### config.mk
export PLATFORM = sky130hd
export DESIGN_NAME = adat_signal_supervisor
export DESIGN_NICKNAME = d
export VERILOG_FILES = /design/src/rtl/adat_signal_supervisor.sv
export SDC_FILE = /design/constraint.sdc
export NUM_CORES = 1
export LEC_CHECK = 0
export CAP_MARGIN = 20
export CORE_ASPECT_RATIO = 2
export CORE_MARGIN = 4
export CORE_UTILIZATION = 41
export DETAILED_ROUTE_END_ITERATION = 10
export SYNTH_ARGS = -nofsm -noshare
export SYNTH_HDL_FRONTEND = slang
export SYNTH_SLANG_ARGS = --single-unit
### constraint.sdc
create_clock -name clk_i -period 6.8 [get_ports clk_i]
set_clock_uncertainty 0.1 [all_clocks]
set_input_delay 1.36 -clock clk_i [delete_from_list [all_inputs] [get_ports clk_i]]
set_output_delay 1.36 -clock clk_i [all_outputs]
set_load 0.03 [all_outputs]
### src/rtl/adat_signal_supervisor.sv
// ADAT input supervisor: edge/gap timing, per-window edge counts and a
// lock FSM that gates the frame decoder and mutes audio on signal loss.
module adat_signal_supervisor #(
  parameter int WINDOW       = 256,
  parameter int MIN_EDGES    = 64,
  parameter int EDGE_TIMEOUT = 32,
  parameter int LOCK_WINDOWS = 4,
  parameter int HOLDOFF      = 1024
) (
  input  logic       clk_i,
  input  logic       rst_i,
  input  logic       signal_i,
  output logic       decoder_en_o,
  output logic       mute_o,
  output logic       locked_o,
  output logic       lost_o,
  output logic [1:0] state_o
);

  localparam int GW = $clog2(EDGE_TIMEOUT + 1);
  localparam int WW = $clog2(WINDOW + 1);
  localparam int EW = $clog2(WINDOW + 1);
  localparam int CW = $clog2(LOCK_WINDOWS + 1);
  localparam int HW = $clog2(HOLDOFF + 1);

  typedef enum logic [1:0] {
    S_IDLE    = 2'd0,
    S_ACQUIRE = 2'd1,
    S_LOCKED  = 2'd2,
    S_HOLDOFF = 2'd3
  } state_t;

  state_t        state_q, state_d;
  logic          signal_d;
  logic [GW-1:0] gap_q, gap_d, gap_inc, gap_nxt;
  logic [WW-1:0] win_q, win_d;
  logic [EW-1:0] ecnt_q, ecnt_d, ecnt_incl;
  logic [CW-1:0] good_q, good_d;
  logic [HW-1:0] hold_q, hold_d;
  logic          lost_q, lost_d;
  logic          edge_w, timeout, win_end, good;

  assign edge_w  = signal_i ^ signal_d;
  assign gap_inc = (gap_q == GW'(EDGE_TIMEOUT)) ? gap_q
                                                : gap_q + 1'b1;
  assign gap_nxt = edge_w ? '0 : gap_inc;
  // An edge on the would-be timeout cycle clears the gap, so it wins.
  assign timeout = (gap_nxt == GW'(EDGE_TIMEOUT));
  assign win_end = (win_q == WW'(WINDOW - 1));
  assign ecnt_incl = (edge_w && ecnt_q != EW'(WINDOW)) ? ecnt_q + 1'b1
                                                       : ecnt_q;
  assign good = (ecnt_incl >= EW'(MIN_EDGES));

  // Next-state, counter updates and loss pulse request.
  always_comb begin
    state_d = state_q;
    gap_d   = gap_nxt;
    win_d   = win_end ? '0 : win_q + 1'b1;
    ecnt_d  = win_end ? '0 : ecnt_incl;
    good_d  = good_q;
    hold_d  = '0;
    lost_d  = 1'b0;
    unique case (state_q)
      S_IDLE: begin
        gap_d  = '0;
        win_d  = '0;
        ecnt_d = '0;
        good_d = '0;
        if (edge_w) state_d = S_ACQUIRE;
      end
      S_ACQUIRE: begin
        if (timeout) begin
          state_d = S_IDLE;
        end else if (win_end) begin
          if (!good)
            state_d = S_IDLE;
          else if (good_q + 1'b1 == CW'(LOCK_WINDOWS))
            state_d = S_LOCKED;
          else
            good_d = good_q + 1'b1;
        end
      end
      S_LOCKED: begin
        if (timeout || (win_end && !good)) begin
          state_d = S_HOLDOFF;
          lost_d  = 1'b1;
        end
      end
      S_HOLDOFF: begin
        gap_d  = '0;
        win_d  = '0;
        ecnt_d = '0;
        good_d = '0;
        if (hold_q == HW'(HOLDOFF - 1))
          state_d = S_IDLE;
        else
          hold_d = hold_q + 1'b1;
      end
      default: state_d = S_IDLE;
    endcase
    if (state_d != state_q) begin
      win_d  = '0;
      ecnt_d = '0;
      good_d = '0;
    end
  end

  // State, counters, input delay and loss pulse registers.
  always_ff @(posedge clk_i or posedge rst_i) begin
    if (rst_i) begin
      state_q  <= S_IDLE;
      signal_d <= 1'b0;
      gap_q    <= '0;
      win_q    <= '0;
      ecnt_q   <= '0;
      good_q   <= '0;
      hold_q   <= '0;
      lost_q   <= 1'b0;
    end else begin
      state_q  <= state_d;
      signal_d <= signal_i;
      gap_q    <= gap_d;
      win_q    <= win_d;
      ecnt_q   <= ecnt_d;
      good_q   <= good_d;
      hold_q   <= hold_d;
      lost_q   <= lost_d;
    end
  end

  assign state_o      = state_q;
  assign locked_o     = (state_q == S_LOCKED);
  assign decoder_en_o = (state_q == S_LOCKED);
  assign mute_o       = (state_q != S_LOCKED);
  assign lost_o       = lost_q;

endmodule

# After elaboration in Yosys (flattened, before gate mapping)
# Cells that the tools add are included.
totals:
  elab_cells: 66
  in_bits: 3
  output_inout_bits: 6
  reg_bits: 42
classes:
  bitwise: 1
  n_lt_le_gt_ge: 1
  reduce_logical: 8
  muxes: 28
  n_addsub: 5
  n_eq_ne: 15
ops:
  columns: ["op", "n"]
  rows:
  - ["two-way mux 9 bit", 7]
  - ["two-way mux 11 bit", 2]
  - ["adder 9 x 1 -> 9 bit, second input constant", 2]
  - ["two-way mux 6 bit", 3]
  - ["two-way mux 3 bit", 5]
  - ["two-way mux 2 bit", 7]
  - ["equality test 6 bit, second input constant", 2]
  - ["!= test 3 bit, second input constant", 4]
  - ["adder 11 x 1 -> 11 bit, second input constant", 1]
  - ["equality test 11 x 10 -> 1 bit, second input constant", 1]
  - ["equality test 9 x 8 -> 1 bit, second input constant", 1]
  - ["greater-or-equal comparator 9 x 7 -> 1 bit, second input constant", 1]
  - ["!= test 9 bit, second input constant", 1]
  - ["one-hot mux 2 bit (4 select lines)", 1]
  - ["adder 6 x 1 -> 6 bit, second input constant", 1]
  - ["one-hot mux 3 bit (2 select lines)", 1]
  - ["AND reduction 5 bit", 1]
  - ["equality test 2 bit, second input constant", 2]
  - ["adder 3 x 1 -> 3 bit, second input constant", 1]
  - ["equality test 3 bit, second input constant", 1]
  - ["nonzero test 3 bit", 1]
  - ["equality test 2 x 1 -> 1 bit, second input constant", 1]
  - ["logical AND 1 bit", 2]
  - ["logical NOT 2 bit", 1]
  - ["7 further kinds", 8]

# Longest topological paths before layout
depth:
  depth_word: 12
  ltp_mapped: 10

# Least setup slack after synthesis
# OpenSTA, ideal clock, no wires.
synth_path:
  kind: "input-to-reg"
  start: "input signal_i"
  end: "register good_q[0]"
  path_slack_ns: 3.748
  cell_stages: 7
  n_path_buf: 0
  arrival_time_ns: 2.875
  cell_sequence: "xnor2_2 nor3_4 mux2_4 nor2_4 nand4_2 or3b_1 a21oi_1"
synth_via:
  elab_chain_cells: 12
  word_cells_on_any_way: 23
  classes_between: "1 x order compare; 6 x eq/ne; 9 x mux; 1 x bitwise; 6 x reduce/logical"
synth_lines:
  columns: ["element", "line_no", "text"]
  rows:
  - ["start: declaration", "12", "input logic signal_i,"]
  - ["XOR 1 bit (*)", "43", "assign edge_w = signal_i ^ signal_d;"]
  - ["logical AND 1 bit", "50", "assign ecnt_incl = (edge_w && ecnt_q != EW'(WINDOW)) ? ecnt_q + 1'b1"]
  - ["two-way mux 9 bit", "50", null]
  - ["greater-or-equal comparator 9 x 7 -> 1 bit", "52", "assign good = (ecnt_incl >= EW'(MIN_EDGES));"]
  - ["logical NOT 1 bit", "84", "if (timeout || (win_end && !good)) begin"]
  - ["logical AND 1 bit", "84", null]
  - ["logical OR 1 bit", "84", null]
  - ["two-way mux 2 bit", "84", null]
  - ["one-hot mux 2 bit (4 select lines)", "63", "unique case (state_q)"]
  - ["!= test 2 bit", "101", "if (state_d != state_q) begin"]
  - ["!= test 3 bit (no source line) or nonzero test 3 bit (tied branches)", null, null]
  - ["AND reduction 5 bit (no source line)", null, null]
  - ["end signal: assignment", "125", "good_q <= good_d;"]
  - ["end: declaration", "38", "logic [CW-1:0] good_q, good_d;"]
# Mark *: on every way between the ends. The rest lies on a longest branch, timed or not.
# A chain may end at the register's enable or synchronous reset.

# Worst setup path after layout
layout_path:
  start: "input signal_i"
  end: "register ecnt_q[4]"
layout_via:
  elab_chain_cells: 11
  word_cells_on_any_way: 19
  classes_between: "1 x order compare; 2 x eq/ne; 11 x mux; 1 x bitwise; 4 x reduce/logical"
layout_lines:
  columns: ["element", "line_no", "text"]
  rows:
  - ["XOR 1 bit (*)", "43", null]
  - ["logical AND 1 bit", "50", null]
  - ["two-way mux 9 bit", "50", null]
  - ["greater-or-equal comparator 9 x 7 -> 1 bit", "52", null]
  - ["logical NOT 1 bit", "84", null]
  - ["logical AND 1 bit", "84", null]
  - ["logical OR 1 bit", "84", null]
  - ["two-way mux 2 bit", "84", null]
  - ["one-hot mux 2 bit (4 select lines)", "63", null]
  - ["!= test 2 bit", "101", null]
  - ["two-way mux 9 bit (*)", "101", null]
  - ["named net ecnt_d[4]", "37", "logic [EW-1:0] ecnt_q, ecnt_d, ecnt_incl;"]
  - ["end signal: assignment", "124", "ecnt_q <= ecnt_d;"]
  - ["end: declaration", "37", null]
# The timed path passes the listed nets; every way through them passes the cells marked *.

==> impl_metrics.ini <==
[yosys]
synthCells = 249
synthMuxAreaShare = 0.01051
synth_xor_xnor_area_share = 0.1061
synth_compound_area_frac = 0.09038
synth_fa_ha_area_frac = 0.06306
synth_top_area_share = 0.4414
synth_top_family_by_area = simple AND/OR/NAND/NOR gates
syn-cell-area_um2 = 2381
synth_area_per_cell_um2 = 9.562
synthSimpleGateAreaFrac = 0.2454
ys_warn_count = 0
ys_seq_area_frac = 0.4414
yosys-top-cells-area = dfrtp_1, ha_1, xnor2_1
synth_seq_cells = 42
synth_cell_types = 49
synth_top_cell_by_area = dfrtp_1
syn_nets = 264

[pwr]
leakage_nw = 1.138
p_per_area_nw_per_um2 = 272.7
max-vdd-ir-drop_v = 0.0002213
p_total_mw = 0.7206

[placed_design]
placedCellCount = 311
gp_congestion = 0.8006
portBuffers = 8
hpwl_um = 3387

[cts]
root_buffer = clkbuf_16
cts-buffers-inserted = 5
cts_setup_buffers = 0
cts_resized = 0
clockBufferDepth = 2
clk_latency_ns = 0.28
tritoncts = yes
clock-sinks = 42
htree_levels = 2
holdBufCountCts = 0
cts.reportedPaths.clkPinSlew_ns = 0.06

[global_route]
grtUsageTotal = 0.1553
grt_overflow = 0
grt_antenna_before_repair = 0
grt_max_degree = 43
grt_first_pass_wirelength_um = 8473
grt_pass1_vias = 1865

[sta]
finalCritPeriodShare = 0.5714
rsz0062_at_grt = false
hold_violations = 0
worst_slew_pin_slew_ns = 1.041
holdWs_ns = 0.3919
tns_ns = 0
max_slew_margin = 0.2972
drv_slew = 0
setup_viol = 0
fin_crit_ns = 3.886
fmax_mhz = 257.4

[min_path]
holdPathStages = 2
min_path_type = reg -> reg

[detailed_routing]
drt.antenna.violating_nets = 0
vias = 1747
drcViolationCount = 0
drt-total-wl_um = 4628
viasPerCell = 5.476
wire_per_inst_um = 14.51
drt_first_pass_iters = 4
drt_iter0_drc = 103

[critical_path]
critPathSlowestCell = o211ai_2
worst_ep_required_time_ns = 6.82
slowest_delay_ns = 0.75
cp_data_arrival_time_ns = 3.90
ff2ff_path_depth = 8
crit_fanout = 21
cp-start-kind = input pin
critPathKind = in -> reg
worstSetupEndpointType = flip-flop
path_cells = clkdlybuf4s50_1 > xnor2_2 > nor3_4 > mux2_4 > a21oi_1 > a2bb2oi_2 > o211ai_2 > nor3_1

[floorplan]
core_um2 = 5660
fp-row-count = 39
die_w_um = 61.89
chipHeight_um = 115.8
ioPinCount = 9
die_area_um2 = 7164
initial_core_util = 0.4206

[finish]
fin_cells = 319
n_antenna_cell = 0
drive_above_1_share = 0.08140
layout.nets = 272
synthToLayoutAreaGrowth_pct = 10.98

[status]
status = finished, final reports clean

[run]
max_cap_viol_count = 0
[power by group]
group	switching (mW)	internal [mW]
clock	0.0965	0.145
sequential	0.0229	0.269
combinational	0.124	0.0631
total	0.243	0.477
[final timing paths]
| check | from | endpoint | slack, ns |
|---|---|---|---|
| worst max register to register | hold_q[0] | ecnt_q[4] | 3.50 |
| worst min register to register | hold_q[10] | hold_q[10] | 0.39 |
| max in group asynchronous | rst_i | lost_o | 4.81 |
| worst max-delay path | signal_i | ecnt_q[4] | 2.91 |
| worst min-delay path | hold_q[10] | hold_q[10] | 0.39 |
| min in group asynchronous | rst_i | gap_q[4] | 1.41 |
[critical path, delay by kind of cell]
kind / cells / cell delay (ns)
xor gates and xnor gates: 1 / 0.25
and+or+nand+nor: 2 / 0.41
buffers and inverters: 1 / 0.49
muxes: 1 / 0.35
AOI/OAI and AO/OA: 3 / 1.03
[area by class of cell]
type	count	area, um^2
inverters	11	41.29
repair buffers	10	95.09
well taps	61	76.32
multi-input cells	187	1227
fillers	554	3018
clock inverters	2	12.51
flip-flops and latches	42	1051
clock buffers	6	138.9
[cell usage after synthesis, drive strengths merged]
| cell | instances |
|---|---|
| dfrtp | 42 |
| nor2 | 29 |
| nand2 | 25 |
| nor3 | 21 |
| nand3 | 18 |
| xnor2 | 15 |
| xor2 | 13 |
| ha | 12 |
| inv | 11 |
| a21oi | 7 |
| o21ai | 6 |
| and3 | 5 |
| buf | 5 |
| clkbuf | 4 |
| o211ai | 4 |
| and2 | 3 |
| a31oi | 2 |
| a41oi | 2 |
| nand4 | 2 |
| nor4 | 2 |
| or2 | 2 |
| a211o | 1 |
| a211oi | 1 |
| a221o | 1 |
| a221oi | 1 |
| a2bb2oi | 1 |
| and4b | 1 |
| mux2 | 1 |
| mux2i | 1 |
| nand2b | 1 |
| nand3b | 1 |
| nand4b | 1 |
| nor2b | 1 |
| nor4b | 1 |
| o211a | 1 |
| o21a | 1 |
| o2bb2ai | 1 |
| o41ai | 1 |
| or3 | 1 |
| or3b | 1 |
[registers in the layout (all words and copies together), names as in the netlist]
signal	cells
win_q	9
signal_d	1
gap_q	6
state_o	2
hold_q	11
ecnt_q	9
good_q	3
lost_o	1
[per-stage QoR]
stage	instance area, um^2	utilization	setup slack (ns)
4_1_cts	2643	0.4668	2.848
3_3_place_gp	2491	0.4401	2.670
6_report	2643	0.4668	2.914
2_1_floorplan	2381	-	3.748
3_5_place_dp	2491	0.4401	2.553
5_1_grt	2643	0.4668	2.632
[metal layers]
layer / global-route usage / vias to the layer above / part of all wire
met5: 0 / - / 0
met4: 0.06374 / 0 / 0.019
met1: 0.1748 / 852 / 0.40
li1: - / 869 / -
met3: 0.03456 / 6 / 0.021
met2: 0.2708 / 20 / 0.56
[placed cells by master (no fill, tap or decap), types with 3 or more instances in the layout]
cell type / netlist / routed
a21oi_1: 7 / 7
and2_1: 3 / 3
and3_1: 5 / 5
clkbuf_16: 0 / 5
clkdlybuf4s50_1: 0 / 8
dfrtp_1: 42 / 42
ha_1: 12 / 12
inv_1: 11 / 10
nand2_1: 25 / 25
nand3_1: 18 / 18
nor2_1: 28 / 28
nor3_1: 19 / 19
o211ai_1: 3 / 3
o21ai_0: 6 / 6
xnor2_1: 14 / 14
xor2_1: 13 / 13
[logic make-up after synthesis]
kind of cell    count (synthesis)
compound gates                 30
xor+xnor                       28
fa+ha+maj                      12
buf+inv                        20
flops                          42
mux                             2
simple gates                  115
Note: power is estimated with default switching activity, not from simulation.
